==> src/rtl/proj_pkg.sv <==
// rtl/proj_pkg.sv - shared constants for the fragment datapath
package proj_pkg;

  localparam int BASE_LEN = 2;

endpackage

==> src/rtl/proj_frag_assembler_if.sv <==
// rtl/proj_frag_assembler_if.sv - serial beat input and assembled fragment output bundle
interface proj_frag_assembler_if #(
  parameter int FRAG_LEN          = 8,
  parameter int FRAG_PART         = 2,
  parameter int INDICE_LEN        = 5,
  parameter int SIGNED_INDICE_LEN = INDICE_LEN + 1
);

  logic                         in_valid;
  logic                         in_ready;
  logic [FRAG_PART-1:0]         in_gfm;
  logic [SIGNED_INDICE_LEN-1:0] in_index;
  logic                         out_valid;
  logic                         out_ready;
  logic [FRAG_LEN-1:0]          out_fragment;
  logic [INDICE_LEN-1:0]        out_kmer_index;
  logic                         out_last;
  logic                         err_index;
  logic                         err_range;

  modport master (
    output in_valid, in_gfm, in_index, out_ready,
    input  in_ready, out_valid, out_fragment, out_kmer_index, out_last,
           err_index, err_range
  );

  modport slave (
    input  in_valid, in_gfm, in_index, out_ready,
    output in_ready, out_valid, out_fragment, out_kmer_index, out_last,
           err_index, err_range
  );

endinterface

==> src/rtl/proj_frag_assembler.sv <==
// rtl/proj_frag_assembler.sv - reassembles serial fragment parts into a buffered fragment with restored k-mer index
module proj_frag_assembler #(
  parameter int KMER_LEN          = 4,
  parameter int FRAG_LEN          = 8,
  parameter int BASE_LEN          = proj_pkg::BASE_LEN,
  parameter int INDICES_COUNT     = 3,
  parameter int INDICE_LEN        = 5,
  parameter int FRAG_PART         = 2,
  parameter int SIGNED_INDICE_LEN = INDICE_LEN + 1
) (
  input  logic                  clk,
  input  logic                  rst_n,
  proj_frag_assembler_if.slave  bus
);

  localparam int PARTS  = FRAG_LEN / FRAG_PART;
  localparam int OFFSET = (FRAG_LEN - KMER_LEN) / 2;
  localparam int PCW    = (PARTS > 1) ? $clog2(PARTS) : 1;
  localparam int FCW    = (INDICES_COUNT > 1) ? $clog2(INDICES_COUNT) : 1;

  localparam logic [PCW-1:0]               LAST_PART = PCW'(PARTS - 1);
  localparam logic [FCW-1:0]               LAST_FRAG = FCW'(INDICES_COUNT - 1);
  localparam logic [SIGNED_INDICE_LEN-1:0] OFFSET_V  = SIGNED_INDICE_LEN'(OFFSET);

  // BASE_LEN only travels with the datapath; nothing here depends on it.
  if (BASE_LEN < 1) begin : g_base_len_unused
  end

  typedef enum logic {
    ST_EMPTY = 1'b0,
    ST_FULL  = 1'b1
  } state_e;

  state_e                       state_q, state_d;
  logic [PCW-1:0]               part_q, part_d;
  logic [FCW-1:0]               frag_q, frag_d;
  logic [FRAG_LEN-1:0]          shift_q, shift_d;
  logic [SIGNED_INDICE_LEN-1:0] idx_q, idx_d;
  logic [FRAG_LEN-1:0]          out_frag_q, out_frag_d;
  logic [INDICE_LEN-1:0]        out_kidx_q, out_kidx_d;
  logic                         out_last_q, out_last_d;
  logic                         err_index_q, err_index_d;
  logic                         err_range_q, err_range_d;

  logic                         in_ready;
  logic                         accept;
  logic                         final_beat;
  logic [SIGNED_INDICE_LEN-1:0] cur_idx;
  logic [SIGNED_INDICE_LEN-1:0] restored;

  assign in_ready = (state_q == ST_EMPTY) | bus.out_ready;

  always_comb begin
    state_d     = state_q;
    part_d      = part_q;
    frag_d      = frag_q;
    shift_d     = shift_q;
    idx_d       = idx_q;
    out_frag_d  = out_frag_q;
    out_kidx_d  = out_kidx_q;
    out_last_d  = out_last_q;
    err_index_d = err_index_q;
    err_range_d = err_range_q;

    accept     = bus.in_valid & in_ready;
    final_beat = accept & (part_q == LAST_PART);
    // A single-part fragment must use the live index, not the stale capture.
    cur_idx    = (part_q == '0) ? bus.in_index : idx_q;
    restored   = cur_idx + OFFSET_V;

    if (accept) begin
      shift_d[FRAG_PART*part_q +: FRAG_PART] = bus.in_gfm;
      part_d = final_beat ? '0 : part_q + 1'b1;
      if (part_q == '0) begin
        idx_d = bus.in_index;
      end else if (bus.in_index != idx_q) begin
        err_index_d = 1'b1;
      end
    end

    case (state_q)
      ST_EMPTY: if (final_beat) state_d = ST_FULL;
      ST_FULL:  if (!final_beat && bus.out_ready) state_d = ST_EMPTY;
      default:  state_d = ST_EMPTY;
    endcase

    if (final_beat) begin
      out_frag_d = shift_d;
      out_kidx_d = restored[INDICE_LEN-1:0];
      out_last_d = (frag_q == LAST_FRAG);
      frag_d     = (frag_q == LAST_FRAG) ? '0 : frag_q + 1'b1;
      if (restored[INDICE_LEN]) err_range_d = 1'b1;
    end
  end

  always_ff @(posedge clk) begin
    if (!rst_n) begin
      state_q     <= ST_EMPTY;
      part_q      <= '0;
      frag_q      <= '0;
      shift_q     <= '0;
      idx_q       <= '0;
      out_frag_q  <= '0;
      out_kidx_q  <= '0;
      out_last_q  <= 1'b0;
      err_index_q <= 1'b0;
      err_range_q <= 1'b0;
    end else begin
      state_q     <= state_d;
      part_q      <= part_d;
      frag_q      <= frag_d;
      shift_q     <= shift_d;
      idx_q       <= idx_d;
      out_frag_q  <= out_frag_d;
      out_kidx_q  <= out_kidx_d;
      out_last_q  <= out_last_d;
      err_index_q <= err_index_d;
      err_range_q <= err_range_d;
    end
  end

  assign bus.in_ready       = in_ready;
  assign bus.out_valid      = (state_q == ST_FULL);
  assign bus.out_fragment   = out_frag_q;
  assign bus.out_kmer_index = out_kidx_q;
  assign bus.out_last       = out_last_q;
  assign bus.err_index      = err_index_q;
  assign bus.err_range      = err_range_q;

endmodule

==> src/flat_wrapper.sv <==
// flat-port wrapper written by rule: the top's interface ports become plain ports
module proj_frag_assembler_flat 
#(
  parameter int KMER_LEN          = 4,
  parameter int FRAG_LEN          = 8,
  parameter int BASE_LEN          = proj_pkg::BASE_LEN,
  parameter int INDICES_COUNT     = 3,
  parameter int INDICE_LEN        = 5,
  parameter int FRAG_PART         = 2,
  parameter int SIGNED_INDICE_LEN = INDICE_LEN + 1
)
  (clk, rst_n, bus_in_valid, bus_in_gfm, bus_in_index, bus_out_ready, bus_in_ready, bus_out_valid, bus_out_fragment, bus_out_kmer_index, bus_out_last, bus_err_index, bus_err_range);
  proj_frag_assembler_if #(.FRAG_LEN(FRAG_LEN), .FRAG_PART(FRAG_PART), .INDICE_LEN(INDICE_LEN), .SIGNED_INDICE_LEN(SIGNED_INDICE_LEN)) bus_i ();
  input  logic clk;
  input  logic rst_n;
  input wire logic [$bits(bus_i.in_valid)-1:0] bus_in_valid;
  input wire logic [$bits(bus_i.in_gfm)-1:0] bus_in_gfm;
  input wire logic [$bits(bus_i.in_index)-1:0] bus_in_index;
  input wire logic [$bits(bus_i.out_ready)-1:0] bus_out_ready;
  output wire logic [$bits(bus_i.in_ready)-1:0] bus_in_ready;
  output wire logic [$bits(bus_i.out_valid)-1:0] bus_out_valid;
  output wire logic [$bits(bus_i.out_fragment)-1:0] bus_out_fragment;
  output wire logic [$bits(bus_i.out_kmer_index)-1:0] bus_out_kmer_index;
  output wire logic [$bits(bus_i.out_last)-1:0] bus_out_last;
  output wire logic [$bits(bus_i.err_index)-1:0] bus_err_index;
  output wire logic [$bits(bus_i.err_range)-1:0] bus_err_range;
  assign bus_i.in_valid = bus_in_valid;
  assign bus_i.in_gfm = bus_in_gfm;
  assign bus_i.in_index = bus_in_index;
  assign bus_i.out_ready = bus_out_ready;
  assign bus_in_ready = bus_i.in_ready;
  assign bus_out_valid = bus_i.out_valid;
  assign bus_out_fragment = bus_i.out_fragment;
  assign bus_out_kmer_index = bus_i.out_kmer_index;
  assign bus_out_last = bus_i.out_last;
  assign bus_err_index = bus_i.err_index;
  assign bus_err_range = bus_i.err_range;
  proj_frag_assembler #(.KMER_LEN(KMER_LEN), .FRAG_LEN(FRAG_LEN), .BASE_LEN(BASE_LEN), .INDICES_COUNT(INDICES_COUNT), .INDICE_LEN(INDICE_LEN), .FRAG_PART(FRAG_PART), .SIGNED_INDICE_LEN(SIGNED_INDICE_LEN)) u_core (.clk(clk), .rst_n(rst_n), .bus(bus_i));
endmodule
==> config.mk <==
export PLATFORM = sky130hd
export DESIGN_NAME = proj_frag_assembler_flat
export DESIGN_NICKNAME = d
export VERILOG_FILES = /design/src/rtl/proj_pkg.sv /design/src/rtl/proj_frag_assembler_if.sv /design/src/rtl/proj_frag_assembler.sv /design/src/flat_wrapper.sv
export SDC_FILE = /design/constraint.sdc
export NUM_CORES = 1
export LEC_CHECK = 0
export CAP_MARGIN = 10
export CELL_PAD_IN_SITES_DETAIL_PLACEMENT = 2
export CELL_PAD_IN_SITES_GLOBAL_PLACEMENT = 2
export CORE_AREA = 5 5 59 100
export DETAILED_ROUTE_END_ITERATION = 12
export DIE_AREA = 0 0 64 105
export HOLD_SLACK_MARGIN = 0.05
export PLACE_DENSITY = 0.77
export SLEW_MARGIN = 15
export SYNTH_ARGS = -nofsm -noshare
export SYNTH_HDL_FRONTEND = slang
export SYNTH_SLANG_ARGS = --single-unit
==> constraint.sdc <==
create_clock -name clk -period 6.2 [get_ports clk]
set_clock_uncertainty 0.2 [all_clocks]
set_input_delay 0.62 -clock clk [delete_from_list [all_inputs] [get_ports clk]]
set_output_delay 0.62 -clock clk [all_outputs]
set_load 0.02 [all_outputs]
== Yosys cells after proc, flatten, opt, wreduce, memory -nomap -nowiden ==
Cells that the tools add are included.
W data, S select, Z words.
Cells by class
  reduce and logical (&&, ||, !) cells: 5
  bitwise operators: 5
  shift-type cells: 2
  muxes and demuxes: 8
  eq/ne operators: 3
  add/sub/neg operators: 4
Operators with widths (count)
  $neg A3 Y34: 1
  $shift A2 B34 Y8 const A: 1
  $shiftx A2 B34 Y8: 1
  $bwmux W8: 1
  $mux W8: 1
  $add A6 B2 Y6 const B: 1
  $mux W6: 1
  $ne A6 B6 Y1: 1
  $add A2 B1 Y2 const B: 2
  $eq A2 B2 Y1 const B: 2
  $mux W2: 2
  $reduce_and A3 Y1: 1
  $and A1 B1 Y1: 2
  $logic_not A2 Y1: 1
  $mux W1: 2
  $not A1 Y1: 2
  $pmux W1 S2: 1
  $reduce_and A2 Y1: 1
  $logic_and A1 B1 Y1: 1
  $logic_not A1 Y1: 1
  $or A1 B1 Y1: 1
Word-level totals
  bits in registers: 35
  word-level logic and storage cells: 37
  input port bits: 12
  output and inout port bits: 18

== Longest topological paths before layout ==
Gate-level depths: netlist of run 1.
  word-level depth: 8
  depth in mapped cells: 11
  mapped depth without buffers: 9

== Worst setup path after synthesis of run 1 ==
Ideal clock, no wire load.
  path kind: flip-flop to flip-flop
  from: register u_core.part_q[0]
  to: register u_core.err_range_q (netlist: u_core.bus.err_range)
  path slack: 3.775 ns
  data arrival time: 2.105 ns
  data required time: 5.880 ns
  stages on the path, launching flop included: 11
  buffers on the path: 2
  path through: dfxtp_1 -> inv_1 -> ha_1 -> buf_6 -> clkbuf_8 -> mux2_1 -> ha_1 -> nand4b_1 -> nand2_1 -> and3_1 -> o31a_1
On the way
  cells in the longest elaborated chain, start to end: 4
  elaborated cells between the ends (all ways): 6
Ends and longest elaborated chain
  start: declaration: line proj_frag_assembler.sv:35  | logic [PCW-1:0] part_q, part_d;
  start signal: assignment: line proj_frag_assembler.sv:110  | part_q <= part_d;
  $logic_not A2 Y1: line proj_frag_assembler.sv:68  | cur_idx = (part_q == '0) ? bus.in_index : idx_q;
  $mux W6: line proj_frag_assembler.sv:68
  net u_core.cur_idx[2]: line proj_frag_assembler.sv:48  | logic [SIGNED_INDICE_LEN-1:0] cur_idx;
  $add A6 B2 Y6: line proj_frag_assembler.sv:69  | restored = cur_idx + OFFSET_V;
  $reduce_and A2 Y1 (no line)
  end signal: assignment: line proj_frag_assembler.sv:118  | err_range_q <= err_range_d;
  end: declaration: line proj_frag_assembler.sv:43  | logic err_range_q, err_range_d;
The timed path passes the listed nets, and every way through them passes these cells.
A chain may end at the register's enable or synchronous reset.

== Worst setup path in the final report of run 1 ==
Same ends and word-level chain as after synthesis.

==> impl_metrics.py, run 1 <==
metrics = {
    "status": {
        "run_status": "finished, final reports clean",
    },
    "drt": {
        "avgViaCountPerCell": 5.343,
        "detail_route.drc_violations": 0,
        "drtPass1Iterations": 4,
        "drt_wl_total_um": 4685,
        "routed-via-count": 1325,
        "routed_wire_length_per_instance_um": 18.89,
        "detailedRoute.firstIterationViolations": 12,
        "final_antenna_net_count": 0,
    },
    "grt": {
        "grt_resource_usage_total_pct": 14.65,
        "largest_net_degree_at_the_start_of_global_routing": 24,
        "globalRoute.totalOverflow": 0,
        "first_pass_grt_wire_length_um": 7631,
        "vias_in_the_first_global_route": 1593,
        "initial_antenna_violation_count": 0,
    },
    "cells_and_area": {
        "mostFrequentLayoutCells": "sky130_fd_sc_hd__dfxtp_1, sky130_fd_sc_hd__clkdlybuf4s50_1, sky130_fd_sc_hd__a21oi_1, sky130_fd_sc_hd__nor2_1, sky130_fd_sc_hd__mux2i_1",
        "finalNetCount": 212,
        "final_core_utilization_pct": 39.09,
        "area_growth_pct": 23.22,
        "finalInstanceArea_sq_mm": 0.001946,
        "diodes": 0,
        "layout-drive-gt1-share_pct": 6.701,
        "leading_cell_type_in_the_layout_fill_and_taps_excluded": "sky130_fd_sc_hd__dfxtp_1",
        "post_layout_nonfiller_instances": 248,
    },
    "setup_path": {
        "crit_start": "u_core.part_q[0]$_SDFFE_PN0P_",
        "critPathMaxStageDelay_ns": 0.67,
        "cp_cell_sequence": "inv_1 > ha_1 > mux2i_1 > inv_1 > ha_1 > nand4b_1 > nand2_1 > and3_1 > o31a_1",
        "critical-path-slowest-cell": "sky130_fd_sc_hd__ha_1",
        "crit_path_end_kind": "flop",
        "crit_required_ns": 6.17,
        "reg2reg_from": "u_core.part_q[0]$_SDFFE_PN0P_",
        "rr_worst_depth": 9,
        "worst_ep_arrival_time_ns": 2.87,
        "startpoint_type_of_the_worst_setup_path": "flop",
        "worst-setup-path-type": "reg -> reg",
        "critical_path.max_fanout": 17,
    },
    "clock_tree": {
        "tritoncts": "built",
        "cts_inserted_buffers": 5,
        "cts.reportedPaths.clkPinSlew_ns": 0.07,
        "postCtsSetupBuffers": 0,
        "insertion_delay_ns": 0.28,
        "cts_stage_hold_buffer_count": 0,
        "htreeDepth": 2,
        "post_cts_resized": 0,
        "clock_sinks": 33,
        "ctsRootBufferMaster": "sky130_fd_sc_hd__clkbuf_8",
        "ctsLongestPathBuffers": 2,
    },
    "synth": {
        "synth_cells": 168,
        "synth.top_cells.by_area": "sky130_fd_sc_hd__dfxtp_1, sky130_fd_sc_hd__mux2i_1, sky130_fd_sc_hd__a21oi_1",
        "ys.warnings.count": 0,
        "netlist.top_cell.by_area": "sky130_fd_sc_hd__dfxtp_1",
        "synthesis.nets": 186,
        "dominantRegCellSynth": "sky130_fd_sc_hd__dfxtp_1",
        "synthMuxAreaShare_pct": 9.588,
        "synthesis.area_sq_mm": 0.001579,
        "post_synthesis_share_of_cell_area_spent_on_and_or_nand_and_nor_gates_pct": 19.73,
        "netlist.area_leader.share_pct": 41.84,
        "synth_seq_cells": 33,
        "largest_family_of_logic_cells_by_synthesized_area": "simple AND/OR/NAND/NOR gates",
        "synth_fa_ha_area_share_pct": 4.754,
        "fraction_of_the_mapped_netlist_area_in_compound_gates_pct": 13.00,
        "post_synth_num_cell_types": 40,
        "async_reset_ff_share_pct": 0,
        "synth_xor_area_share_pct": 4.992,
        "synth_edf_count": 0,
        "syn_avg_cell_area_sq_um": 9.399,
        "seq_area_frac_synth_pct": 41.84,
    },
    "timing": {
        "rsz0062_at_grt": "false",
        "post-route-period-util_pct": 46.75,
        "fmax_mhz": 345.0,
        "timing_worst_slew_pin_value_ns": 0.9452,
        "setup_viol_count_final": 0,
        "maxSlewViolCount": 0,
        "finalHoldViolCount": 0,
        "tns_ns": 0,
        "post-route-min-period_ns": 2.898,
        "maxSlewHeadroom_pct": 36.92,
    },
    "pwr": {
        "design_power_total_uw": 471.7,
        "power.density_mw_per_mm2": 242.5,
        "p_leak_uw": 0.0007781,
        "worst_ir_drop_vdd_v": 0.0001533,
    },
    "die": {
        "die-height_um": 105,
        "floorplan.initialDensity_pct": 31.72,
        "fp.dieW_um": 64,
        "io-pin-count": 30,
        "row_count": 34,
        "core_area_sq_mm": 0.004977,
        "die-area_sq_mm": 0.006720,
    },
    "placement": {
        "gp_congestion": 0.7371,
        "place.port_buffers": 29,
        "place_hpwl_um": 3565,
        "place_area_sq_mm": 0.001859,
        "numPlacedInstances": 241,
    },
    "job": {
        "max_capacitance_violation_total": 0,
    },
    "worst_hold_path": {
        "timing.hold.worst.class": "reg -> reg",
        "min_from": "u_core.bus.out_last$_SDFFE_PN0P_",
        "hold_path_depth": 2,
    },
}
[metal layers]
metal	wire, um	GRT usage (%)	part of all wire, %
met4	114	5.944	2.4
met1	1669	12.96	36
met3	149	3.008	3.2
met2	2752	29.86	59
met5	0	0	0
[final cells by class]
cell class / count / area, sq um
inverter: 5 / 18.77
timing repair buffer: 29 / 290.3
multi-input combinational: 120 / 822.0
fill: 571 / 3032
sequential: 33 / 660.6
tap: 54 / 67.56
clock buffer: 7 / 86.33
[logic make-up (layout without fill, tap and decap cells)]
logic type                 Yosys count  after routing
muxes                               15             15
adders and majority gates            6              6
DFF                                 33             33
and+or+nand+nor                     59             59
buffers and inverters               15             41
xor gates and xnor gates             9              9
AOI/OAI and AO/OA                   31             31
[worst max-delay path: cells and delay by family, from the launching register on]
kind / cells / cell delay, ns
mux: 1 / 0.40
compound gates: 1 / 0.24
buf+inv: 2 / 0.27
fa+ha+maj: 2 / 0.92
flops: 1 / 0.40
simple gates: 3 / 0.37
[synth_stat cells, drive strengths merged (2+ instances only)]
cell type,number
nand2,14
o21ai,6
nor3,6
nand3,5
nor4,2
ha,6
nor2,16
xor2,4
buf,7
and2,3
clkbuf,3
nand3b,5
inv,5
a211oi,4
xnor2,5
a21oi,15
mux2i,14
dfxtp,33
[sequential cells by signal (all words and copies together) (netlist names)]
| signal | flops |
|---|---|
| u_core.bus.out_valid | 1 |
| u_core.shift_q | 6 |
| u_core.bus.out_fragment | 8 |
| u_core.bus.err_index | 1 |
| u_core.bus.out_kmer_index | 5 |
| u_core.idx_q | 6 |
| u_core.bus.out_last | 1 |
| u_core.bus.err_range | 1 |
| u_core.part_q | 2 |
| u_core.frag_q | 2 |
[stage by stage]
stage	setup WS, ns	hold slack [ns]
final	3.302	0.2622
after global routing	3.122	0.2909
after CTS	3.305	0.2675
after detailed placement	3.342	0.2571
after global placement	3.437	0.2440
after floorplan	3.775	0.2551
[report_power, final]
group | leakage (uW) | internal, uW | switching (uW) | total [uW]
sequential | 0.000268 | 219 | 7.85 | 227
combinational | 0.000466 | 36.0 | 44.2 | 80.2
clock | 0.0000443 | 88.1 | 76.4 | 164
[final timing paths]
| check | to | slack (ns) |
|---|---|---|
| worst max-delay path | u_core.bus.err_range$_SDFFE_PN0P_ | 3.30 |
| worst min-delay path | u_core.bus.out_last$_SDFFE_PN0P_ | 0.26 |
| worst min register to register | u_core.bus.out_last$_SDFFE_PN0P_ | 0.26 |
| worst max register to register | u_core.bus.err_range$_SDFFE_PN0P_ | 3.30 |
Note: power is estimated with default switching activity, not from simulation.
==> run 2, diff against run 1 <==
Settings changed: CORE_AREA 5 5 59 100 to 5 5 63 108, DIE_AREA 0 0 64 105 to 0 0 68 113, PLACE_DENSITY 0.77 to 0.7.
Clock period 6.2 ns to 2.5 ns, I/O delays scaled along.
==> run 2 against run 1 <==
Net effect:
- clock power increased by 130%
- combinational power increased to 2.7 times the previous value
- total power is 150% higher
- sequential power increased by 150%
- critical path type unchanged
- sequential share of layout area fell by 1.5 points
- via count grew 2.1%
- largest cell class unchanged
- utilization is 3.9 points lower
- non-clock buffer count grew 7
- sequential cell count did not move
- die area increased by 14%
- critical path depth shrank 1
==> impl_metrics.py, run 2 (same netlist as run 1, synthesis figures left out) <==
metrics = {
    "cells_and_area": {
        "diodes": 0,
        "mostFrequentLayoutCells": "sky130_fd_sc_hd__dfxtp_1, sky130_fd_sc_hd__clkdlybuf4s50_1, sky130_fd_sc_hd__a21oi_1, sky130_fd_sc_hd__nor2_1, sky130_fd_sc_hd__mux2i_1",
        "largest_register_ffs": 8,
        "layout-drive-gt1-share_pct": 9.406,
        "nFillCells": 663,
        "leading_cell_type_in_the_layout_fill_and_taps_excluded": "sky130_fd_sc_hd__dfxtp_1",
        "finalNetCount": 219,
        "area_growth_pct": 28.84,
    },
    "setup_path": {
        "startpoint_type_of_the_worst_setup_path": "flop",
        "crit_start": "u_core.part_q[0]$_SDFFE_PN0P_",
        "crit_path_end_kind": "flop",
        "critical_path.max_fanout": 5,
        "worst_ep_arrival_time_ns": 2.23,
        "reg2reg_from": "u_core.part_q[0]$_SDFFE_PN0P_",
        "worst-setup-path-type": "reg -> reg",
        "crit_required_ns": 2.47,
    },
    "timing": {
        "finalHoldViolCount": 0,
        "holdWs_ns": 0.2572,
        "tns_ns": 0,
        "fmax_mhz": 442.8,
        "post-route-period-util_pct": 90.34,
        "timing_worst_slew_pin_value_ns": 0.4791,
        "maxSlewHeadroom_pct": 67.96,
        "rsz0062_at_grt": "false",
        "setup_viol_count_final": 0,
        "maxSlewViolCount": 0,
        "post-route-min-period_ns": 2.258,
    },
    "placement": {
        "gp_congestion": 0.8039,
        "place.port_buffers": 29,
        "place_hpwl_um": 3566,
    },
    "clock_tree": {
        "insertion_delay_ns": 0.28,
        "ctsLongestPathBuffers": 2,
        "htreeDepth": 2,
        "cts_inserted_buffers": 5,
        "ctsRootBufferMaster": "sky130_fd_sc_hd__clkbuf_8",
        "postCtsSetupBuffers": 0,
        "clock_sinks": 33,
        "tritoncts": "built",
        "cts_stage_hold_buffer_count": 0,
        "cts.reportedPaths.clkPinSlew_ns": 0.07,
        "post_cts_resized": 0,
    },
    "job": {
        "max_capacitance_violation_total": 0,
    },
    "pwr": {
        "switching_power_uw": 317.0,
        "power.density_mw_per_mm2": 569.5,
        "power_report.internal_total_uw": 841.6,
        "worst_ir_drop_vdd_v": 0.0002792,
        "share_comb_of_total_power_pct": 18.6,
        "swShare_pct": 27.36,
        "power.sequential.fraction_pct": 48.2,
        "clock_power_share_pct": 33.2,
        "p_leak_uw": 0.0008103,
    },
    "die": {
        "row_count": 37,
        "floorplan.initialDensity_pct": 27.29,
        "io-pin-count": 30,
        "die-height_um": 113,
        "fp.dieW_um": 68,
        "core_area_sq_mm": 0.005787,
        "die-area_sq_mm": 0.007684,
    },
    "grt": {
        "globalRoute.totalOverflow": 0,
        "vias_in_the_first_global_route": 1581,
        "initial_antenna_violation_count": 0,
        "largest_net_degree_at_the_start_of_global_routing": 21,
        "grt_resource_usage_total_pct": 13.52,
        "first_pass_grt_wire_length_um": 7797,
    },
    "drt": {
        "drt_wl_total_um": 4605,
        "avgViaCountPerCell": 4.832,
        "routed_wire_length_per_instance_um": 16.45,
        "drtPass1Iterations": 2,
        "routed-via-count": 1353,
        "final_antenna_net_count": 0,
        "detailedRoute.firstIterationViolations": 31,
        "detail_route.drc_violations": 0,
    },
    "worst_hold_path": {
        "timing.hold.worst.class": "reg -> reg",
        "min_from": "u_core.bus.out_last$_SDFFE_PN0P_",
    },
    "status": {
        "run_status": "finished, final reports clean",
    },
}
-- run 2: cell types whose count changed in the layout (fill, tap and decap cells not counted), sizes merged --
cell    previous run  this run
clkbuf             7         8
buf                0         7
-- run 2: power groups by stage --
stage / clock [uW] / sequential, uW / combinational, uW
floorplan: 0 / 575 / 139
global placement: 0 / 569 / 212
detailed placement: 0 / 571 / 218
CTS: 405 / 559 / 219
global route: 426 / 561 / 237
finish: 385 / 558 / 215
-- run 2: worst max-delay path, stage by stage, from the launching register on --
cell and delay [ns]:
sky130_fd_sc_hd__dfxtp_1 0.31, sky130_fd_sc_hd__inv_1 0.14, sky130_fd_sc_hd__ha_1 0.31, sky130_fd_sc_hd__mux2_1 0.38, sky130_fd_sc_hd__ha_1 0.25, sky130_fd_sc_hd__nand4b_1 0.11
sky130_fd_sc_hd__nand2_1 0.07, sky130_fd_sc_hd__and3_1 0.16, sky130_fd_sc_hd__o31a_1 0.22
-- run 2: layout make-up --
type / count / area, sq um / area share, %
Timing Repair Buffer: 36 / 355.3 / 17.47
Multi-Input combinational cell: 120 / 822.0 / 40.41
Inverter: 5 / 18.77 / 0.9225
Clock buffer: 8 / 80.08 / 3.936
Sequential cell: 33 / 660.6 / 32.47
Tap cell: 78 / 97.59 / 4.797
-- run 2: routing by layer --
layer / global-route usage (%) / part of all wire (%) / vias to the layer above
li1: - / - / 648
met4: 6.906 / 4.3 / 0
met3: 3.376 / 3.5 / 11
met1: 13.09 / 36 / 668
met5: 0 / 0 / -
met2: 24.94 / 56 / 26
-- run 2: path summary, 6_finish.rpt --
path	slack, ns	endpoint	cells after the start
hold / removal	0.26	u_core.bus.out_last$_SDFFE_PN0P_	2
setup / recovery	0.24	u_core.bus.err_range$_SDFFE_PN0P_	8
hold reg to reg	0.26	u_core.bus.out_last$_SDFFE_PN0P_	2
setup reg to reg	0.24	u_core.bus.err_range$_SDFFE_PN0P_	8
-- run 2: stage by stage --
step                utilization [%]  cell area [sq um]  instances  total power [uW]  worst slack (ns)
floorplan                         -               1579        168             713.6           0.07509
global placement              33.77               1954        272             780.4            0.3629
detailed placement            33.77               1954        272             788.4            0.2500
CTS                           35.16               2034        280              1183            0.2423
global route                  35.16               2034        280              1224            0.1176
finish                        35.16               2034        280              1159            0.2416
==> run 3, diff against run 2 <==
Settings changed: CTS_CLUSTER_SIZE from default to 10.
==> results of run 3 <==
The final DEF is identical to that of run 2; final timing and power are the same.
